<file path="config.mk">
export PLATFORM = sky130hd
export DESIGN_NAME = ucsbece154a_mem_arbiter
export DESIGN_NICKNAME = d
export VERILOG_FILES = /design/src/rtl/ucsbece154a_mem_arbiter.sv
export SDC_FILE = /design/constraint.sdc
export NUM_CORES = 1
export LEC_CHECK = 0
export CAP_MARGIN = 10
export CORE_MARGIN = 5
export CORE_UTILIZATION = 35
export CTS_BUF_LIST = sky130_fd_sc_hd__clkbuf_4 sky130_fd_sc_hd__clkbuf_8
export CTS_CLUSTER_SIZE = 12
export DETAILED_ROUTE_END_ITERATION = 10
export SYNTH_ARGS = -nofsm -noshare
export SYNTH_HDL_FRONTEND = slang
export SYNTH_SLANG_ARGS = --single-unit
</file>
<file path="constraint.sdc">
create_clock -name clk -period 1.97 [get_ports clk]
set_input_delay 0.2955 -clock clk [delete_from_list [all_inputs] [get_ports clk]]
set_output_delay 0.2955 -clock clk [all_outputs]
set_load 0.01 [all_outputs]
</file>
<file path="src/rtl/ucsbece154a_mem_arbiter.sv">
// Two-port arbiter in front of the unified instruction/data memory: core (C) and DMA/debug (D).
// Define MEMARB_CORE_PRIORITY_EN for fixed core priority; the default is round-robin.
module ucsbece154a_mem_arbiter #(
    parameter int unsigned ADDR_W  = 32,
    parameter int unsigned DATA_W  = 32,
    parameter int unsigned LATENCY = 1
) (
    input  logic              clk,
    input  logic              reset,

    input  logic              c_req_i,
    input  logic              c_we_i,
    input  logic [ADDR_W-1:0] c_addr_i,
    input  logic [DATA_W-1:0] c_wdata_i,
    output logic [DATA_W-1:0] c_rdata_o,
    output logic              c_ack_o,

    input  logic              d_req_i,
    input  logic              d_we_i,
    input  logic [ADDR_W-1:0] d_addr_i,
    input  logic [DATA_W-1:0] d_wdata_i,
    output logic [DATA_W-1:0] d_rdata_o,
    output logic              d_ack_o,

    output logic [ADDR_W-1:0] mem_a_o,
    output logic [DATA_W-1:0] mem_wd_o,
    output logic              mem_we_o,
    input  logic [DATA_W-1:0] mem_rd_i,

    output logic [1:0]        grant_o
);

    localparam int unsigned CNT_W = 4;
    localparam logic [CNT_W-1:0] CNT_LOAD = CNT_W'(LATENCY - 1);

    typedef enum logic [1:0] {
        S_IDLE = 2'd0,
        S_BUSY = 2'd1,
        S_ACK  = 2'd2
    } state_e;

    typedef enum logic [1:0] {
        G_NONE = 2'b00,
        G_CORE = 2'b01,
        G_DMA  = 2'b10
    } grant_e;

    typedef struct packed {
        logic              we;
        logic [ADDR_W-1:0] addr;
        logic [DATA_W-1:0] wdata;
    } acc_t;

    state_e            state_q, state_d;
    logic [CNT_W-1:0]  cnt_q, cnt_d;
    grant_e            owner_q, owner_d;
    acc_t              acc_q, acc_d;
    logic [DATA_W-1:0] rdata_q, rdata_d;

    logic [DATA_W-1:0] c_rdata_q, c_rdata_d;
    logic              c_ack_q, c_ack_d;
    logic [DATA_W-1:0] d_rdata_q, d_rdata_d;
    logic              d_ack_q, d_ack_d;
    logic [ADDR_W-1:0] mem_a_q, mem_a_d;
    logic [DATA_W-1:0] mem_wd_q, mem_wd_d;
    logic              mem_we_q, mem_we_d;
    grant_e            grant_q, grant_d;

    logic              pick_core_c;
    acc_t              c_acc_c, d_acc_c;

    assign c_acc_c = '{we: c_we_i, addr: c_addr_i, wdata: c_wdata_i};
    assign d_acc_c = '{we: d_we_i, addr: d_addr_i, wdata: d_wdata_i};

    // Winner selection; only consulted in IDLE when at least one request is up.
`ifdef MEMARB_CORE_PRIORITY_EN
    assign pick_core_c = c_req_i;
`else
    assign pick_core_c = c_req_i && (!d_req_i || (owner_q == G_DMA));
`endif

    // Next state and the next value of every registered output.
    always_comb begin
        state_d   = state_q;
        cnt_d     = cnt_q;
        owner_d   = owner_q;
        acc_d     = acc_q;
        rdata_d   = rdata_q;

        unique case (state_q)
            S_IDLE: begin
                if (c_req_i || d_req_i) begin
                    owner_d = pick_core_c ? G_CORE : G_DMA;
                    acc_d   = pick_core_c ? c_acc_c : d_acc_c;
                    cnt_d   = CNT_LOAD;
                    state_d = S_BUSY;
                end
            end
            S_BUSY: begin
                if (cnt_q != '0) begin
                    cnt_d = cnt_q - CNT_W'(1);
                end else begin
                    if (!acc_q.we) begin
                        rdata_d = mem_rd_i;
                    end
                    state_d = S_ACK;
                end
            end
            S_ACK: begin
                state_d = S_IDLE;
            end
            default: begin
                state_d = S_IDLE;
            end
        endcase

        // Outputs are registered from the upcoming state so each pulse lines up with its state.
        c_ack_d   = (state_d == S_ACK) && (owner_d == G_CORE);
        d_ack_d   = (state_d == S_ACK) && (owner_d == G_DMA);
        c_rdata_d = c_ack_d ? rdata_d : c_rdata_q;
        d_rdata_d = d_ack_d ? rdata_d : d_rdata_q;
        mem_a_d   = (state_d != S_IDLE) ? acc_d.addr  : '0;
        mem_wd_d  = (state_d != S_IDLE) ? acc_d.wdata : '0;
        mem_we_d  = (state_d == S_BUSY) && acc_d.we && (cnt_d == '0);
        grant_d   = (state_d != S_IDLE) ? owner_d : G_NONE;
    end

    always_ff @(posedge clk) begin
        if (reset) begin
            state_q   <= S_IDLE;
            cnt_q     <= '0;
            owner_q   <= G_DMA;
            acc_q     <= '0;
            rdata_q   <= '0;
            c_rdata_q <= '0;
            c_ack_q   <= 1'b0;
            d_rdata_q <= '0;
            d_ack_q   <= 1'b0;
            mem_a_q   <= '0;
            mem_wd_q  <= '0;
            mem_we_q  <= 1'b0;
            grant_q   <= G_NONE;
        end else begin
            state_q   <= state_d;
            cnt_q     <= cnt_d;
            owner_q   <= owner_d;
            acc_q     <= acc_d;
            rdata_q   <= rdata_d;
            c_rdata_q <= c_rdata_d;
            c_ack_q   <= c_ack_d;
            d_rdata_q <= d_rdata_d;
            d_ack_q   <= d_ack_d;
            mem_a_q   <= mem_a_d;
            mem_wd_q  <= mem_wd_d;
            mem_we_q  <= mem_we_d;
            grant_q   <= grant_d;
        end
    end

    assign c_rdata_o = c_rdata_q;
    assign c_ack_o   = c_ack_q;
    assign d_rdata_o = d_rdata_q;
    assign d_ack_o   = d_ack_q;
    assign mem_a_o   = mem_a_q;
    assign mem_wd_o  = mem_wd_q;
    assign mem_we_o  = mem_we_q;
    assign grant_o   = grant_q;

endmodule

</file>
==> run summary <==
Final Hold Vio Count: 0
Routed via count: 7860
Async SR Flop Fraction: 0%
Worst VDD drop: 0.4556 mV
Worst Path Required: 2.39 ns
Hold slack: 0.1244 ns
Ant diodes: 0
CTS Buffer Depth: 3
Total power draw: 13.25 mW
Synth top area cells: dfxtp_1 51%, a211oi_1 8.1%, nor3_1 7.2%, o211a_1 6.9%, mux2i_4 6.8%
Nature of the critical path startpoint: register
Clock Pin Slew Worst Setup and Hold Paths: 0.06 ns
Post-route DRC violation count: 0
Filler instances: 2422
Final #Nets: 1373
Pins Over Slew Limit: 0
Main synth FF type: dfxtp_1
Synthesis-to-finish area growth: 48.53%
Placement Cell Area: 12780 um^2
DIE AREA: 29970 um^2
Core area: 26130 um^2
Setup Viol. Count Final: 0
Cell taking the most area after synthesis: dfxtp_1
Port buffer count: 298
Hold Path Origin: reset
H-tree Lvls: 2
Fin crit share: 94.13%
Setup crit end kind: register
DR WL/cell: 17.37 um
Register area: 4765 um^2
Global placement routability congestion: 0.7590
Vias in the first global route: 7849
Flops & latches, synth: 238
Clk_lat worst skew: 0.52 ns
Ports: 299
Distinct cells, synth: 41
RSZ-0062 raised after global routing: yes
First-pass GRT wire length: 43070 um
Most frequent cells in the layout: 296 x clkdlybuf4s50_1, 238 x dfxtp_1, 168 x nor2_1
Lkg Pwr: 5.449 nW
Setup tns final: 0 ns
DP Cell Count: 1492
Status: completed
Hold Path End: owner_q[0]$_SDFF_PP0_
Slew @ Worst Pin: 0.4706 ns
Clock Sinks: 238
Dpl hpwl: 18890 um
Clk root buf: clkbuf_8
Post-synth EDFFs: 0
Commonest non-fill, non-tap cell in the layout: clkdlybuf4s50_1
Setup slack, reg-to-reg: 0.12 ns
Antenna violations before repair: 0
Multi-input logic area: 4126 um^2
Final WL: 27340 um
CTS tree: done
Initial DRC Count: 293
Worst R2R Start: cnt_q[1]$_SDFF_PP0_
Hold Crit Depth: 2
Worst EP arrival: 2.27 ns
Synthesized Nets: 1071
FMAX: 0.5393 GHz
Final Critical Period: 1.854 ns
Starting Density: 35.64%
Design Area, Final: 13830 um^2
Fraction of layout cells with a size suffix above 1: 16.87%
Worst clock skew: 0.02621 ns
Max_cap viols: 0
Synth Instances: 904
Area fraction of the dominant cell type after synthesis: 51.16%
Register area share after synthesis: 51.16%
Slew HR: 68.63%
Die Y: 173.1 um
Pin count of the biggest net entering global routing: 87
Rows: 59
Worst Path Max Fanout: 13
Total global-route track usage: 17.45%
RR Endpoint: d_rdata_o[16]$_SDFFE_PP0P_
CP Class: reg2reg
Cell Area, Synth: 9313 um^2
Syn avg cell area: 10.30 um^2
Antenna-violating nets left: 0
Die X: 173.1 um
Hold Path Class: in2reg
Total CTS buffers: 42
Grt ovf: 0
Vias per cell: 4.994
Yosys Warn Count: 0
Worst r2r path cells: 8
Final std cells w/o fill: 1574
Router iterations before antenna repair: 7
Pwr dens: 958.1 nW/um^2
-- worst max path at each step --
stage	startpoint	endpoint	slack, ns	cells past startpoint
2_1_floorplan	cnt_q[0]$_SDFF_PP0_	d_rdata_o[29]$_SDFFE_PP0P_	0.28	8
3_3_place_gp	d_req_i	mem_wd_o[14]$_SDFF_PP0_	-0.12	7
3_5_place_dp	d_req_i	mem_wd_o[14]$_SDFF_PP0_	-0.11	7
4_1_cts	cnt_q[1]$_SDFF_PP0_	d_rdata_o[15]$_SDFFE_PP0P_	0.07	8
5_1_grt	cnt_q[0]$_SDFF_PP0_	d_rdata_o[2]$_SDFFE_PP0P_	-0.01	8
6_report	cnt_q[1]$_SDFF_PP0_	d_rdata_o[16]$_SDFFE_PP0P_	0.12	8
-- cell families (layout without fill, tap and decap cells) --
logic type / Yosys count / in the layout / synth area share (%)
flip-flops: 238 / 238 / 51.16
AO/OA/AOI/OAI: 215 / 215 / 20.25
AND/OR/NAND/NOR: 324 / 324 / 15.67
adder cells (fa/ha/maj): 1 / 1 / 0.1343
buffers and inverters: 93 / 428 / 5.388
multiplexers: 33 / 33 / 7.403
-- cell usage after synthesis, drive strengths merged, types with 2 or more instances --
cell type  count
nand2b         4
clkbuf        39
o21ai          5
o21a           3
inv            3
a211oi       129
nor4b          2
buf           51
mux2i         32
nor3         134
a21oi          8
o211a         64
nor2b          3
nand2          4
dfxtp        238
and3           2
nor2         169
-- critical path: stages (launching register included) --
cell and delay [ns]:
dfxtp_1 0.32, inv_1 0.05, ha_1 0.18, nor4b_4 0.26, nand3b_1 0.17, buf_12 0.20
buf_4 0.18, mux2i_4 0.20, a211oi_1 0.18
-- report_power, final --
group	leakage, nW	internal, mW	switching [mW]	total (mW)
clock network	0.514	3.06	2.01	5.06
registers	1.96	5.27	0.173	5.45
logic	2.98	1.40	1.34	2.74
-- metrics by stage --
step | setup WS, ns | util [%]
global placement | -0.1164 | 48.91
detailed placement | -0.1129 | 48.91
finish | 0.1156 | 52.93
floorplan | 0.2848 | -
CTS | 0.07214 | 52.61
global route | -0.01354 | 52.93
-- registers in the layout, indices dropped and copies added, names as in the netlist --
signal,flops
mem_wd_o,32
d_ack_o,1
mem_a_o,32
rdata_q,32
c_rdata_o,32
mem_we_o,1
state_q,2
d_rdata_o,32
grant_o,2
c_ack_o,1
cnt_q,4
acc_q,65
owner_q,2
-- timing repair --
action / 4_1_cts / 5_1_grt
hold buffers: 0 / 0
endpoints found under the setup margin: 0 / 19
gates resized for setup: 0 / 9
buffers inserted: 0 / 5
-- final cells by class --
type / count / area share [%]
flip-flops and latches: 238 / 34.45
multi-input cells: 573 / 29.83
repair buffers: 348 / 25.61
inverters: 3 / 0.08141
clock buffers: 67 / 6.260
clock inverters: 10 / 0.7417
well taps: 335 / 3.030
-- per-layer routing --
layer  GRT usage [%]  wire length, um  vias up
met5               0                0        -
met3           6.616             2453       50
met1           22.60            12250     3631
met2           27.17            11950      297
li1                -                -     3882
met4           5.288              676        0
Note: power is estimated with default switching activity, not from simulation.
